## src/rtl/fir_mac_param.sv

```systemverilog
// Time-multiplexed FIR filter: one shared multiplier, one tap per cycle.
// A sample is accepted in IDLE, TAP multiply-accumulates follow in MAC,
// and OUT rounds, shifts and saturates the sum into out_data.
module fir_mac_param #(
   parameter int WORD_SIZE = 10,
   parameter int COEF_W    = 6,
   parameter int TAP       = 21,
   parameter int OUT_W     = 12,
   parameter int OUT_SHIFT = 0
) (
   input  logic                      clk,
   input  logic                      rst,
   input  logic                      in_valid,
   output logic                      in_ready,
   input  logic signed [WORD_SIZE-1:0] in_data,
   input  logic                      coef_we,
   input  logic [$clog2(TAP)-1:0]    coef_addr,
   input  logic signed [COEF_W-1:0]  coef_data,
   output logic                      out_valid,
   output logic signed [OUT_W-1:0]   out_data
);

   localparam int CW  = $clog2(TAP);
   localparam int PW  = WORD_SIZE + COEF_W;
   localparam int AW  = WORD_SIZE + COEF_W + CW;
   // Result width: one bit above the accumulator for the rounding add,
   // and never narrower than the output plus a sign bit for the clamp.
   localparam int RW  = (AW + 1 > OUT_W + 1) ? AW + 1 : OUT_W + 1;
   localparam int RND = (2 ** OUT_SHIFT) / 2;

   localparam logic [1:0] IDLE = 2'd0;
   localparam logic [1:0] MAC  = 2'd1;
   localparam logic [1:0] OUT  = 2'd2;

   logic [1:0]                  state_q, state_d;
   logic [CW-1:0]               cnt_q, cnt_d;
   logic signed [AW-1:0]        acc_q, acc_d;
   logic                        ov_q, ov_d;
   logic signed [OUT_W-1:0]     od_q, od_d;
   logic signed [WORD_SIZE-1:0] x_q [TAP];
   logic signed [COEF_W-1:0]    c_q [TAP];

   logic signed [PW-1:0]        prod;
   logic signed [RW-1:0]        sum_ext;
   logic signed [RW-1:0]        shf;
   logic signed [RW-1:0]        max_v, min_v;
   logic                        accept;
   logic                        coef_ok;

   assign in_ready  = (state_q == IDLE);
   assign out_valid = ov_q;
   assign out_data  = od_q;
   assign accept    = in_valid && (state_q == IDLE);
   assign coef_ok   = coef_we && (state_q == IDLE) &&
                      ({1'b0, coef_addr} < (CW + 1)'(TAP));

   // Shared multiplier, then round, shift and saturate for the OUT state
   always_comb begin
      prod    = c_q[cnt_q] * x_q[cnt_q];
      sum_ext = $signed({{(RW - AW){acc_q[AW-1]}}, acc_q}) + RW'(RND);
      shf     = sum_ext >>> OUT_SHIFT;
      max_v   = $signed({{(RW - OUT_W + 1){1'b0}}, {(OUT_W - 1){1'b1}}});
      min_v   = $signed({{(RW - OUT_W + 1){1'b1}}, {(OUT_W - 1){1'b0}}});
   end

   // Next-state logic for the IDLE -> MAC -> OUT sequence
   always_comb begin
      state_d = state_q;
      cnt_d   = cnt_q;
      acc_d   = acc_q;
      ov_d    = 1'b0;
      od_d    = od_q;
      case (state_q)
         IDLE: begin
            if (accept) begin
               state_d = MAC;
               cnt_d   = '0;
               acc_d   = '0;
            end
         end
         MAC: begin
            acc_d = acc_q + $signed({{(AW - PW){prod[PW-1]}}, prod});
            if (cnt_q == CW'(TAP - 1)) begin
               state_d = OUT;
            end else begin
               cnt_d = cnt_q + CW'(1);
            end
         end
         OUT: begin
            if (shf > max_v) begin
               od_d = max_v[OUT_W-1:0];
            end else if (shf < min_v) begin
               od_d = min_v[OUT_W-1:0];
            end else begin
               od_d = shf[OUT_W-1:0];
            end
            ov_d    = 1'b1;
            state_d = IDLE;
         end
         default: state_d = IDLE;
      endcase
   end

   // Control and result registers
   always_ff @(posedge clk or negedge rst) begin
      if (!rst) begin
         state_q <= IDLE;
         cnt_q   <= '0;
         acc_q   <= '0;
         ov_q    <= 1'b0;
         od_q    <= '0;
      end else begin
         state_q <= state_d;
         cnt_q   <= cnt_d;
         acc_q   <= acc_d;
         ov_q    <= ov_d;
         od_q    <= od_d;
      end
   end

   // Sample delay line, shifted on each accepted sample
   always_ff @(posedge clk or negedge rst) begin
      if (!rst) begin
         for (int unsigned k = 0; k < TAP; k++) x_q[k] <= '0;
      end else if (accept) begin
         for (int unsigned k = TAP - 1; k > 0; k--) x_q[k] <= x_q[k-1];
         x_q[0] <= in_data;
      end
   end

   // Coefficient register file, writable only while idle
   always_ff @(posedge clk or negedge rst) begin
      if (!rst) begin
         for (int unsigned k = 0; k < TAP; k++) c_q[k] <= '0;
      end else if (coef_ok) begin
         c_q[coef_addr] <= coef_data;
      end
   end

endmodule

```

## config.mk

```make
export PLATFORM = sky130hd
export DESIGN_NAME = fir_mac_param
export DESIGN_NICKNAME = d
export VERILOG_FILES = /design/src/rtl/fir_mac_param.sv
export SDC_FILE = /design/constraint.sdc
export NUM_CORES = 1
export LEC_CHECK = 0
export ABC_AREA = 1
export BUFFER_PORTS_ARGS = -buffer_cell sky130_fd_sc_hd__buf_2
export CAP_MARGIN = 20
export CORE_UTILIZATION = 64
export CTS_CLUSTER_SIZE = 40
export DETAILED_ROUTE_END_ITERATION = 7
export GPL_TIMING_DRIVEN = 0
export PLACE_DENSITY_LB_ADDON = 0.08
export SYNTH_ARGS = -nofsm -noshare
export SYNTH_HDL_FRONTEND = slang
export SYNTH_SLANG_ARGS = --single-unit
export TNS_END_PERCENT = 20
```

## constraint.sdc

```tcl
create_clock -name clk -period 7.47 [get_ports clk]
set_input_delay 0.747 -clock clk [delete_from_list [all_inputs] [get_ports clk]]
set_output_delay 0.747 -clock clk [all_outputs]
set_load 0.01 [all_outputs]
```

Word level (Yosys, flattened, before mapping)
Cells that the tools add are included.
{"block": "op_classes", "bitwise": 2, "eq_ne": 6, "mul": 1, "add_sub_neg": 2, "n_lt_le_gt_ge": 6, "n_reduce_logical": 9, "n_mux": 20}
{"cell": "bitwise mux 126 bit", "n": 1}
{"cell": "binary-select mux 10 bit (select 5 bit)", "n": 1}
{"cell": "case mux 21 bit (2 select lines)", "n": 1}
{"cell": "binary-select mux 6 bit (select 5 bit)", "n": 1}
{"cell": "demux 6 bit (select 5 bit)", "n": 1}
{"cell": "two-way mux 12 bit", "n": 2}
{"cell": "adder 21 x 16 -> 21 bit", "n": 1}
{"cell": "> comparator 21 x 12 -> 1 bit (second input constant)", "n": 1}
{"cell": "less-than comparator 21 x 12 -> 1 bit (second input constant)", "n": 1}
{"cell": "two-way mux 21 bit", "n": 1}
{"cell": "two-way mux 10 bit", "n": 2}
{"cell": "two-way mux 6 bit", "n": 3}
{"cell": "multiplier 6 x 10 -> 16 bit", "n": 1}
{"cell": ">= comparator 6 bit (second input constant)", "n": 2}
{"cell": "NOT 5 -> 6 bit", "n": 2}
{"cell": "two-way mux 5 bit", "n": 2}
{"cell": "case mux 5 bit (2 select lines)", "n": 1}
{"cell": "less-than comparator 6 x 1 -> 1 bit (second input constant)", "n": 1}
{"cell": "adder 5 x 1 -> 5 bit (second input constant)", "n": 1}
{"cell": "== test 5 bit (second input constant)", "n": 1}
{"cell": "less-than comparator 5 bit (second input constant)", "n": 1}
{"cell": "logical AND 1 bit", "n": 4}
{"cell": "two-way mux 2 bit", "n": 2}
{"cell": "inequality test 2 bit (second input constant)", "n": 2}
{"cell": "other kinds (9)", "n": 10}
{"block": "totals", "output_inout_bits": 14, "word_cells": 93, "ff_bits": 377}

Depth between registers and ports, before layout
{"block": "depth", "word_depth": 7, "depth_mapped": 35, "ltp_nobuf": 33}

Worst setup path before layout
OpenSTA, ideal clock, no wires.
{"block": "synth_timing", "path_kind": "flip-flop to flip-flop", "start": "register cnt_q[0]", "end": "register acc_q[18]", "arrival_time_ns": 5.048, "slack_ns": 2.304, "path_buffers": 3, "path_stages_with_launch": 30, "path_cell_list": "dfrtp_1 buf_6 buf_6 buf_4 nor2_1 nor2_1 o21ai_0 nand3_1 nand3_1 nand2_1 nand2_1 nand2_2 nand2_1 inv_2 fa_1 inv_1 fa_1 inv_1 fa_1 inv_1 fa_1 inv_1 ha_1 nand2_1 nor4_1 nand2_1 nand2_1 nand2_1 nand3_1 nand2_1"}
{"block": "synth_via", "elab_chain_len": 7}
{"element": "from (decl)", "line_no": "36", "source": "logic [CW-1:0] cnt_q, cnt_d;"}
{"element": "from (signal assigned)", "line_no": "114", "source": "cnt_q <= cnt_d;"}
{"element": "NOT 5 -> 6 bit (not written as such) (*)", "line_no": "59", "source": "prod = c_q[cnt_q] * x_q[cnt_q];"}
{"element": "binary-select mux 6 bit (select 5 bit) / binary-select mux 10 bit (select 5 bit) (equally long branches)", "line_no": "59"}
{"element": "two-way mux 6 bit (not written as such) / two-way mux 10 bit (equally long branches) (2 in a row)", "line_no": "59"}
{"element": "multiplier 6 x 10 -> 16 bit (*)", "line_no": "59"}
{"element": "adder 21 x 16 -> 21 bit (*)", "line_no": "82", "source": "acc_d = acc_q + $signed({{(AW - PW){prod[PW-1]}}, prod});"}
{"element": "case mux 21 bit (2 select lines) (*)", "line_no": "73", "source": "case (state_q)"}
{"element": "to (signal assigned)", "line_no": "109", "source": "acc_q <= '0;"}
{"element": "to (signal assigned)", "line_no": "115", "source": "acc_q <= acc_d;"}
{"element": "to (decl)", "line_no": "37", "source": "logic signed [AW-1:0] acc_q, acc_d;"}
Every way passes the cells marked *; elsewhere a longest branch is shown, timed or not. The select of a mux whose other input is x is not followed.
A chain may end at the register's enable or synchronous reset.

Final worst setup path
{"block": "layout_timing", "start": "register cnt_q[1]", "end": "register acc_q[19]"}
The elaborated chain is that of the path after synthesis.

==> run metrics <==
status finished clean; final hold vios 0; r2r endpoint acc_q[19]; GP Congestion 0.918; CTS Hold Buffers Added 0; Yosys warning total 0; CP peak stage delay ~630 ps; Worst EP arrival 6870 ps; CTS sink cnt around 380; final setup fails 0; max_cap viols 0; fmax around 160 MHz; Worst Path Max Fanout 10; Top cell by count, worst path nand2_1; Clock Latency Late Sink 580 ps; filler cell count 2709; Critical Path End Type register; Worst R2R Path Depth 28; Max Root-Sink Buffers 3; relative slew slack between 30 and 40%; Diodes inserted 0; # IOs 39; Rows 66; die width between 150 and 200 µm; HP Class primary input to async pin; slowest CP cell fa_1; PostCTS Resize Cnt 0; number of port buffers 38; flops & latches, synth 377; antenna violation net count after detailed routing 0; CTS H-Tree Depth 2; RSZ-0062 raised after global routing false; total core area 32500 µm²; # Post-CTS Setup Buffers 0; period utilization 85.8%; P&R area growth vs syn 10.2%; clk slew on worst S/H paths 60 ps; clk root buf clkbuf_16; initial antenna violation count 0; detail-routed via count per cell ~5.8; Fin Clk Skew 32.5 ps; nets between 2k and 3k; CTS tree done; area of the die 33800 µm²; Req. time, crit path 7930 ps; register area share after synthesis between 40 and 50%; vias in the first global route 18.7k; Slew Limit Fails 0; Detailed Place HPWL 45100 µm; first-pass GRT wire length 99500 µm; Netlist cell types 36; Reg2Reg Setup Slack 1060 ps; Total Routed Length ~63000 µm; number of buffers created by CTS 41; Synth Instances between 2k and 3k; Syn Area/Cell approximately 7.8 µm²; drt drc 0; 1st-iter DRT viols 1946; DR WL/cell ~19 µm; GRT Residual Overflow 0; worst slew pin tran roughly 930 ps; largest net degree at the start of global routing 121; Mapped Area 21100 µm²; syn nets 2846; die height 184 µm; Placed Cells about 3.2k; layout cell share with drive strength beyond 1 8.58%; 1st-pass router iterations 7; CP startpoint kind register; Total Routing Usage GR 38.6%; Setup CP Type register to register; Starting Density 65.0%; Reg-to-Reg Start cnt_q[1]; minimum clock period between 6000 and 7000 ps; DR vias 18.9k; fin cells about 3.3k
-- cell type report --
class	count	area (µm²)	area share [%]
buffer	152	852	3.66
clock buffer	62	1210	5.18
clock inverter	11	118	0.505
inverter	369	1390	5.94
multi-input combinational	1809	9470	40.6
sequential	377	9430	40.5
tap	442	553	2.37
timing repair buffer	41	283	1.21
-- placed cells by master (no fill, tap or decap), types with 3 or more instances in the layout --
cell type | netlist | routed
nand2_1 | 815 | 815
dfrtp_1 | 377 | 377
inv_1 | 340 | 340
o21ai_0 | 270 | 270
o21ai_1 | 184 | 184
nor2_1 | 144 | 144
nand3_1 | 98 | 98
clkbuf_1 | 64 | 77
buf_2 | 39 | 76
a21oi_1 | 66 | 66
fa_1 | 65 | 65
o211ai_1 | 50 | 50
ha_1 | 49 | 49
clkbuf_16 | 0 | 43
nand2_2 | 26 | 26
inv_2 | 25 | 25
buf_4 | 22 | 22
buf_6 | 20 | 20
nor3_1 | 10 | 10
buf_1 | 7 | 7
o22ai_1 | 6 | 6
clkbuf_8 | 0 | 6
nand3b_1 | 5 | 5
clkinv_2 | 0 | 5
clkinv_1 | 4 | 4
nor3_4 | 3 | 3
a22o_1 | 3 | 3
buf_16 | 0 | 3
-- registers in the layout, summed over array words and instances (netlist names) --
name and cells:
x_q 210, c_q 126, acc_q 21, out_data 12
cnt_q 5, state_q 2, out_valid 1
-- routing by layer --
| metal | routed length (µm) | GRT usage [%] | vias to the layer above | part of all wire (%) |
|---|---|---|---|---|
| li1 | - | - | 8717 | - |
| met1 | 25800 | 52.2 | 9119 | 41 |
| met2 | 28800 | 61.2 | 920 | 46 |
| met3 | 5550 | 8.12 | 181 | 8.9 |
| met4 | 2410 | 15.2 | 0 | 3.8 |
| met5 | 0 | 0 | - | 0 |
-- logic make-up after synthesis --
| logic type | Yosys count | share of synthesized area, % |
|---|---|---|
| AO/OA/AOI/OAI | 586 | 14.7 |
| AND/OR/NAND/NOR | 1109 | 21.1 |
| flip-flops | 377 | 44.6 |
| adder cells (fa/ha/maj) | 114 | 9.06 |
| buffers and inverters | 521 | 10.6 |
-- worst max path at each step --
stage | start | end | depth (start not counted)
final | cnt_q[1] | acc_q[19] | 28
after global routing | cnt_q[2] | acc_q[19] | 26
after CTS | cnt_q[1] | acc_q[19] | 28
after detailed placement | cnt_q[1] | acc_q[19] | 28
after global placement | rst | acc_q[17] | 1
after floorplan | cnt_q[0] | acc_q[18] | 29
-- worst max-delay path: cells and delay by family, from the launching register on --
kind / cells / cell delay [ps]
adder cells (fa/ha/maj): 5 / 2710
AND/OR/NAND/NOR: 14 / 1730
buffers and inverters: 8 / 1380
flip-flops: 1 / 360
AO/OA/AOI/OAI: 1 / 130
-- cells in the mapped netlist --
master	number	area, µm²
clkbuf_1	64	240
nand2_1	815	3060
o22ai_1	6	37.5
inv_1	340	1280
nand2_2	26	163
nand3_1	98	490
dfrtp_1	377	9430
a31o_2	1	8.76
o21bai_1	1	7.51
buf_6	20	225
buf_4	22	165
fa_1	65	1300
buf_2	39	195
o21ai_2	1	8.76
a21oi_2	1	8.76
o211ai_1	50	375
clkinv_1	4	15.0
nand4_4	1	21.3
o31ai_1	1	7.51
and2_1	1	6.26
nand3b_1	5	37.5
o21a_1	1	7.51
nor3_1	10	50.1
ha_1	49	613
a22o_1	3	26.3
a21oi_1	66	330
inv_2	25	93.8
o21ai_0	270	1350
buf_1	7	26.3
o21ai_1	184	921
nor2_1	144	541
nand4_1	2	12.5
nor2_2	2	12.5
a32o_1	1	10.0
nor3_4	3	48.8
nor4_1	2	12.5
-- metrics by stage --
| stage | setup slack (ps) | hold WS [ps] | util [%] | TNS [ps] | cell area, µm² |
|---|---|---|---|---|---|
| 2_1_floorplan | 2300 | 451 | - | 0 | 21100 |
| 3_3_place_gp | -1590 | 466 | 67.3 | -589770 | 21900 |
| 3_5_place_dp | 1190 | 473 | 67.5 | 0 | 22000 |
| 4_1_cts | 1190 | 54.6 | 71.6 | 0 | 23300 |
| 5_1_grt | 667 | 68.7 | 71.6 | 0 | 23300 |
| 6_report | 1060 | 62.9 | 71.6 | 0 | 23300 |
Power is not shown: default switching activity piles up to over one toggle a cycle in this logic, so the estimate is an artifact.
